===== config.mk =====
export PLATFORM = sky130hd
export DESIGN_NAME = serial_subtractor_flat
export DESIGN_NICKNAME = d
export VERILOG_FILES = /design/src/rtl/arith_pkg.sv /design/src/rtl/serial_subtractor_if.sv /design/src/rtl/full_subtractor.sv /design/src/rtl/serial_subtractor.sv /design/src/flat_wrapper.sv
export SDC_FILE = /design/constraint.sdc
export NUM_CORES = 1
export LEC_CHECK = 0
export CELL_PAD_IN_SITES_DETAIL_PLACEMENT = 0
export CELL_PAD_IN_SITES_GLOBAL_PLACEMENT = 1
export CORE_ASPECT_RATIO = 1.1
export CORE_MARGIN = 8
export CORE_UTILIZATION = 37
export CTS_BUF_LIST = sky130_fd_sc_hd__clkbuf_16
export CTS_CLUSTER_SIZE = 25
export DETAILED_ROUTE_END_ITERATION = 8
export GPL_TIMING_DRIVEN = 0
export HOLD_SLACK_MARGIN = 0.06
export PLACE_DENSITY_LB_ADDON = 0.1
export SLEW_MARGIN = 40
export SYNTH_ARGS = -nofsm -noshare
export SYNTH_HDL_FRONTEND = slang
export SYNTH_SLANG_ARGS = --single-unit

===== constraint.sdc =====
create_clock -name clk -period 1.77 [get_ports clk]
set_clock_uncertainty 0.15 [all_clocks]
set_input_delay 0.177 -clock clk [delete_from_list [all_inputs] [get_ports clk]]
set_output_delay 0.177 -clock clk [all_outputs]
set_load 0.02 [all_outputs]

===== src/rtl/arith_pkg.sv =====
// Shared types and helpers for the serial arithmetic blocks of the datapath
// library.
//   sub_state_t : controller states of the bit-serial subtractor
//   cnt_w(n)    : width of a bit counter that must reach n-1, never below 1
package arith_pkg;

  typedef enum logic [1:0] {
    IDLE = 2'd0,
    RUN  = 2'd1,
    DONE = 2'd2
  } sub_state_t;

  function automatic int cnt_w(input int n);
    return (n < 2) ? 1 : $clog2(n);
  endfunction

endpackage


===== src/rtl/serial_subtractor_if.sv =====
// Start/done handshake bundle between a controller and serial_subtractor.
//   start       : controller -> subtractor, request (taken in IDLE or DONE)
//   minuend     : controller -> subtractor, operand A
//   subtrahend  : controller -> subtractor, operand B
//   busy        : subtractor -> controller, serial computation in progress
//   done        : subtractor -> controller, one-cycle result-valid pulse
//   difference  : subtractor -> controller, (A - B) mod 2^N
//   borrow_out  : subtractor -> controller, 1 iff A < B
// Handshake: a request is accepted on a rising edge where start = 1 and the
// subtractor is in IDLE or DONE; start in any other cycle is dropped, never
// queued. Results are valid from the done pulse until the next acceptance.
interface serial_subtractor_if #(parameter int N = 8);
  logic         start;
  logic [N-1:0] minuend;
  logic [N-1:0] subtrahend;
  logic         busy;
  logic         done;
  logic [N-1:0] difference;
  logic         borrow_out;

  modport master (
    output start, minuend, subtrahend,
    input  busy, done, difference, borrow_out
  );

  modport slave (
    input  start, minuend, subtrahend,
    output busy, done, difference, borrow_out
  );
endinterface


===== src/rtl/full_subtractor.sv =====
// One-bit full subtractor: d = a - b - bin, with borrow out.
//   a, b : operand bits
//   bin  : borrow in
//   d    : difference bit
//   bout : borrow out
module full_subtractor (
  input  logic a,
  input  logic b,
  input  logic bin,
  output logic d,
  output logic bout
);
  assign d    = a ^ b ^ bin;
  // Borrow when a=0,b=1, or when a==b and a borrow is already pending.
  assign bout = (~a & b) | (~(a ^ b) & bin);
endmodule


===== src/rtl/serial_subtractor.sv =====
// Bit-serial unsigned subtractor: minuend - subtrahend, LSB first, one bit
// per clock through a single full_subtractor cell and a borrow flop.
//   clk, rst : clock, synchronous active-high reset
//   bus      : start/done handshake, operands and results (slave side)
//   state_o  : current controller state, for observation
module serial_subtractor
  import arith_pkg::*;
#(
  parameter int N = 8
) (
  input  logic                 clk,
  input  logic                 rst,
  serial_subtractor_if.slave   bus,
  output sub_state_t           state_o
);

  localparam int CW = cnt_w(N);

  sub_state_t    state_q, state_d;
  logic [CW-1:0] cnt_q, cnt_d;
  logic [N-1:0]  a_q, a_d;
  logic [N-1:0]  b_q, b_d;
  logic          bor_q, bor_d;
  logic [N-1:0]  res_q, res_d;
  logic [N-1:0]  diff_q, diff_d;
  logic          bout_q, bout_d;

  logic fs_d;
  logic fs_bout;
  logic load;

  full_subtractor u_fs (
    .a    (a_q[0]),
    .b    (b_q[0]),
    .bin  (bor_q),
    .d    (fs_d),
    .bout (fs_bout)
  );

  always_comb begin
    state_d = state_q;
    cnt_d   = cnt_q;
    a_d     = a_q;
    b_d     = b_q;
    bor_d   = bor_q;
    res_d   = res_q;
    diff_d  = diff_q;
    bout_d  = bout_q;
    load    = 1'b0;

    unique case (state_q)
      IDLE: load = bus.start;
      RUN: begin
        a_d   = a_q >> 1;
        b_d   = b_q >> 1;
        bor_d = fs_bout;
        // Result fills from the top, so after N shifts bit 0 sits at LSB.
        res_d = {fs_d, res_q[N-1:1]};
        if (cnt_q == CW'(N - 1)) begin
          diff_d  = {fs_d, res_q[N-1:1]};
          bout_d  = fs_bout;
          state_d = DONE;
        end else begin
          cnt_d = cnt_q + 1'b1;
        end
      end
      DONE: begin
        load    = bus.start;
        state_d = IDLE;
      end
      default: state_d = IDLE;
    endcase

    if (load) begin
      a_d     = bus.minuend;
      b_d     = bus.subtrahend;
      bor_d   = 1'b0;
      cnt_d   = '0;
      state_d = RUN;
    end
  end

  always_ff @(posedge clk) begin
    if (rst) begin
      state_q <= IDLE;
      cnt_q   <= '0;
      a_q     <= '0;
      b_q     <= '0;
      bor_q   <= 1'b0;
      res_q   <= '0;
      diff_q  <= '0;
      bout_q  <= 1'b0;
    end else begin
      state_q <= state_d;
      cnt_q   <= cnt_d;
      a_q     <= a_d;
      b_q     <= b_d;
      bor_q   <= bor_d;
      res_q   <= res_d;
      diff_q  <= diff_d;
      bout_q  <= bout_d;
    end
  end

  // busy spans edges k+1..k+N-1 after a start accepted at edge k; the first
  // RUN cycle is already covered by the acceptance itself, and start is
  // ignored there like in the rest of RUN.
  assign bus.busy       = (state_q == RUN) && (cnt_q != '0);
  assign bus.done       = (state_q == DONE);
  assign bus.difference = diff_q;
  assign bus.borrow_out = bout_q;
  assign state_o        = state_q;

endmodule


===== src/flat_wrapper.sv =====
// flat-port wrapper written by rule: the top's interface ports become plain ports
module serial_subtractor_flat import arith_pkg::*;
#(
  parameter int N = 8
)
  (clk, rst, state_o, bus_start, bus_minuend, bus_subtrahend, bus_busy, bus_done, bus_difference, bus_borrow_out);
  serial_subtractor_if #(.N(N)) bus_i ();
  input  logic clk;
  input  logic rst;
  output sub_state_t state_o;
  input wire logic [$bits(bus_i.start)-1:0] bus_start;
  input wire logic [$bits(bus_i.minuend)-1:0] bus_minuend;
  input wire logic [$bits(bus_i.subtrahend)-1:0] bus_subtrahend;
  output wire logic [$bits(bus_i.busy)-1:0] bus_busy;
  output wire logic [$bits(bus_i.done)-1:0] bus_done;
  output wire logic [$bits(bus_i.difference)-1:0] bus_difference;
  output wire logic [$bits(bus_i.borrow_out)-1:0] bus_borrow_out;
  assign bus_i.start = bus_start;
  assign bus_i.minuend = bus_minuend;
  assign bus_i.subtrahend = bus_subtrahend;
  assign bus_busy = bus_i.busy;
  assign bus_done = bus_i.done;
  assign bus_difference = bus_i.difference;
  assign bus_borrow_out = bus_i.borrow_out;
  serial_subtractor #(.N(N)) u_core (.clk(clk), .rst(rst), .bus(bus_i), .state_o(state_o));
endmodule

== After elaboration in Yosys (flattened, before gate mapping) ==
Cells that the tools add are included.
Word-level totals
  register bits: 39
  input bits: 19
  output and inout port bits: 13
  word-level logic and storage cells: 43
Cells by class
  $add $sub $neg: 1
  equal/unequal tests: 6
  multiplexer cells: 8
  bitwise gates (word level): 9
  reductions and logical operators: 10
Operator list (number)
  8-bit 2-to-1 mux: 4
  2-bit AND reduction: 4
  2-bit by 1-bit != test with 1-bit output, second input constant: 2
  1-bit inverter: 4
  2-bit one-hot mux with 2 select lines: 1
  2-bit OR reduction: 2
  3-bit by 1-bit adder with 3-bit output, second input constant: 1
  3-bit == test, second input constant: 1
  3-bit by 1-bit != test with 1-bit output, second input constant: 1
  3-bit nonzero test: 1
  1-bit AND: 2
  2-bit by 1-bit == test with 1-bit output, second input constant: 1
  2-bit == test, second input constant: 1
  2-bit zero test: 1
  1-bit 2-to-1 mux: 2
  2-bit 2-to-1 mux: 1
  2-bit nonzero test: 1
  1-bit XOR: 2
  1-bit logical AND: 1
  1-bit bitwise OR: 1

== Depth between registers and ports, before layout ==
  depth in word-level cells: 5
  gate-level depth with buffers: 5

== Cells and area by module ==
A second synthesis with hierarchy kept.
Second synthesis, totals
  cells, all modules: 187
  area total of the unflattened synthesis: 1534.0 sq um
Modules (own cells, without submodules)
  serial_subtractor: times used 1, cells each 183, area each 1502.7 sq um
  full_subtractor: times used 1, cells each 4, area each 31.3 sq um

== Least setup slack after synthesis ==
Ideal clock, no wire load.
  kind: reg-to-output
  from: register u_core.state_q[0], in the netlist u_core.state_o[0]
  to: output port bus_busy
  arrival time: 1.226 ns
  path slack: 0.217 ns
  stages on the path, launching flop included: 5
  path through: dfxtp_1 > nand2b_1 > buf_2 > buf_2 > a21oi_1
Between the ends
  word-level cells in the longest chain between the ends: 2
RTL lines
  start, declared: line serial_subtractor.sv:19  | sub_state_t state_q, state_d;
  start signal, assigned: line serial_subtractor.sv:94  | state_q <= state_d;
  2-bit by 1-bit == test with 1-bit output: line serial_subtractor.sv:108  | assign bus.busy = (state_q == RUN) && (cnt_q != '0);
  1-bit logical AND: line serial_subtractor.sv:108
  end, declared: line flat_wrapper.sv:14  | output wire logic [$bits(bus_i.busy)-1:0] bus_busy;
No other way between the ends.

== Worst setup path in the final report ==
  from: register u_core.state_q[1], in the netlist u_core.state_o[1]
  to: output port bus_busy
Same word-level chain as after synthesis.

==> summary.md <==
| Metric | Value |
|---|---|
| Max Fclk | 611.2 MHz |
| Switching pwr | 472.5 µW |
| Cell variety after synth | 27 |
| Number of primary I/O pins | 32 |
| Number of global-route vias before repair | 1386 |
| Die height | roughly 84 µm |
| Gate family responsible for the most delay along the worst path | buffers and inverters |
| Final critical delay including setup and external delays | approximately 1600 ps |
| Mapped Nets | 211 |
| Worst Max-Slew Pin Slew | 474.7 ps |
| End of the critical path | bus_busy |
| Largest net degree at the start of global routing | 12 |
| Portion of total power attributed to sequential cells | 0.465 |
| Number of hold buffers added after cts | 0 |
| 1st-iter DRT viols | 144 |
| Total of cells resized after clock tree synthesis | 9 |
| Classification of the worst-slack hold path | in -> reg |
| Insertion delay to the later sink of the worst-skew pair | 280 ps |
| Antenna violations before repair | 0 |
| Vias per inst | 4.960 |
| Clk sink count | 38 |
| Dpl cells | 270 |
| Type of element capturing the critical path | primary output |
| Setup Fix Bufs, Post-CTS | 0 |
| Endpoint arrival time on the critical path | 1310 ps |
| Clock buffers created by TritonCTS | 5 |
| Syn Area/Cell | 8.306 µm² |
| RR Endpoint | u_core.bus.difference[3] |
| Internal Pwr Total | 1.512 mW |
| Fraction of power consumed by combinational cells | 0.116 |
| Path length in cells of the critical path | 4 |
| Worst r2r path cells | 5 |
| Critical Path Source | u_core.state_o[1] |
| Part of the total power dissipated in the clock network | 0.420 |
| RR Startpoint | u_core.cnt_q[0] |
| Netlist Area Pre-Place | between 1500 and 2000 µm² |
| Share of cells above drive strength 1 | 0.09778 |
| Final count of pins violating max slew | 0 |
| Tightest slew margin relative to the limit | 0.6836 |
| Max-cap violations | 0 |
| DIE AREA | ~6600 µm² |
| VDD IR-drop max | ~0.43 mV |
| Final std cells w/o fill | 277 |
| Worst Setup Start Kind | flop |
| H-tree Lvls | 2 |
| Post-route worst setup slack | 134.0 ps |
| Signed area change from the synthesized netlist to the final layout | 32.13% |
| Effective utilization at floorplan | 0.3881 |
| Worst slack at placement | -188.2 ps |
| Total inserted antenna cells | 0 |
| Overall overflow remaining after global route | 0 |
| Clock tree root buffer cell | sky130_fd_sc_hd__clkbuf_16 |
| Total leakage power | 0.7430 nW |
| Crit-path slowest cell | sky130_fd_sc_hd__dfxtp_2 |
| Number of filler instances in the final layout | about 390 |
| GR Util All Layers | 0.1201 |
| Global-route wire length before repair | 6.389 mm |
| Count of synthesis-stage warnings from yosys | 0 |
| Total via count in the routed design | approximately 1400 |
| TritonCTS clock tree | built |
| Gate count after technology mapping | 188 |
| Largest buffer count on any clock path | 2 |
| Placeable core region | 4024 µm² |
| Clock input transition at the sequential cells of the worst setup and hold paths | 60 ps |
| Power per standard cell area | about 960 nW/µm² |
| Detailed-router iteration count before antenna repair | 4 |
| PortBufs | 30 |
| Synth Register Bits | 38 |
| Post-layout net count | 247 |
| Crit Path Max Fanout | 15 |
| Setup CP Type | reg -> out |
| RD Place Congestion | around 0.71 |
| Final Hold Fails | 0 |
| Post-synthesis sequential area ratio | 0.4872 |
| Number of buffer and inverter stages on the critical path | 2 |
| Worst-path cell chain | nand2b_1 -> buf_2 -> a21oi_2 -> buf_4 |
| Slowest cell delay on critical path | 340 ps |
| Req. time, crit path | 1440 ps |
| Residual DRC | 0 |
| Worst-case register-to-register setup slack | 150 ps |
| Antenna-violating nets left | 0 |
| Total wirelength of the detailed-routed design | 3.856 mm |
| Standard-cell rows | 24 |
| Average wire per standard cell | 13.92 µm |
| Proportion of total power due to net switching | 0.2381 |
| Final period utilization | 0.9243 |
| Overall power of the completed layout | around 2 mW |
| Number of failing setup endpoints in the final timing report | 0 |
| RSZ-0062 raised after global routing | no |
| HPWL after DPL | 2.758 mm |
| Outcome | completed |
| Horizontal extent of the die | slightly below 80 µm |
flip-flops by register name (all words and copies together) (netlist names):
name	cells
u_core.res_q	7
u_core.cnt_q	3
u_core.bor_q	1
u_core.b_q	8
u_core.state_o	2
u_core.bus.difference	8
u_core.a_q	8
u_core.bus.borrow_out	1
synth_stat cells (all sizes together):
library cell  count  area share
nor3b             1      0.0080
a22oi             1      0.0048
ha                3       0.024
nand2b            3       0.012
and2b             1      0.0048
a21oi            20       0.064
o21ai             2      0.0064
nor2b             2      0.0080
dfxtp            38        0.49
inv               5       0.012
nand3             9       0.029
nor2             15       0.036
a311oi           11       0.062
nand3b            1      0.0048
xnor2             1      0.0056
o22ai             3       0.012
fa                1       0.013
buf              12       0.048
mux2i             2       0.013
a211oi            1      0.0048
nand2            44        0.11
nor3              8       0.026
clkbuf            4      0.0096
placed cells by master (no fill, tap or decap), drive strengths merged, types with 2 or more instances in the layout:
cell / netlist / layout
nand2: 44 / 44
dfxtp: 38 / 38
clkdlybuf4s50: 0 / 28
a21oi: 20 / 20
nor2: 15 / 15
buf: 12 / 12
a311oi: 11 / 11
nand3: 9 / 9
clkbuf: 4 / 9
nor3: 8 / 8
inv: 5 / 6
nand2b: 3 / 3
o22ai: 3 / 3
ha: 3 / 3
nor2b: 2 / 2
mux2i: 2 / 2
o21ai: 2 / 2
clkinv: 0 / 2
cell families (layout without fill, tap and decap cells):
logic type,count (synthesis),in the layout,share of synthesized area
adder cells (fa/ha/maj),4,4,0.03686
AO/OA/AOI/OAI,38,38,0.1538
multiplexers,2,2,0.01282
flip-flops,38,38,0.4872
XOR/XNOR,1,1,0.005610
buffers and inverters,21,58,0.06971
AND/OR/NAND/NOR,84,84,0.2340
power groups by stage:
stage | Clock [mW] | Combinational (mW) | Sequential (mW)
2_1_floorplan | 0 | 0.145 | 0.935
3_3_place_gp | 0 | 0.225 | 0.938
3_5_place_dp | 0 | 0.230 | 0.939
4_1_cts | 0.842 | 0.233 | 0.922
5_1_grt | 0.899 | 0.254 | 0.927
6_report | 0.833 | 0.230 | 0.922
worst register-to-register path, delay by kind of cell (launching register included):
family | cells | cell delay, ps
compound gates | 1 | 70
fa+ha+maj | 2 | 410
flops | 1 | 360
simple gates | 2 | 490
per-layer routing:
layer  global-route usage  vias up  share of wire
met2               0.1840       31           0.45
li1                     -      706              -
met1               0.1483      631           0.49
met5                    0        -              0
met3              0.04904        6          0.055
met4              0.04047        0          0.012
cell type report:
type | count | area (µm²) | share of cell area
clock buffers | 5 | 125.1 | 0.06064
repair buffers | 30 | 296.5 | 0.1437
inverters | 5 | 18.77 | 0.009096
plain buffers | 15 | 86.33 | 0.04184
clock inverters | 3 | 12.51 | 0.006064
well taps | 52 | 65.06 | 0.03153
flip-flops and latches | 38 | 763.2 | 0.3699
multi-input cells | 129 | 695.7 | 0.3372
worst min path at each step:
stage                                   startpoint                  endpoint  cells past startpoint
after global placement             u_core.res_q[1]           u_core.res_q[1]                      2
after detailed placement  u_core.bus.difference[0]  u_core.bus.difference[0]                      2
after floorplan                     bus_minuend[0]             u_core.a_q[0]                      2
final                                          rst     u_core.bus.borrow_out                      2
after CTS                                      rst     u_core.bus.borrow_out                      2
after global routing                           rst     u_core.bus.borrow_out                      2
per-stage QoR:
stage | instance area [µm²] | setup TNS (ps) | util | hold slack (ps)
after floorplan | 1562 | 0 | - | 207.8
after global placement | 1927 | -156.1 | 0.4789 | 294.3
after detailed placement | 1927 | -188.2 | 0.4789 | 299.0
after CTS | 2068 | 0 | 0.5140 | 83.36
after global routing | 2063 | 0 | 0.5127 | 95.56
final | 2063 | 0 | 0.5127 | 89.68
(Power assumes the default switching activity.)
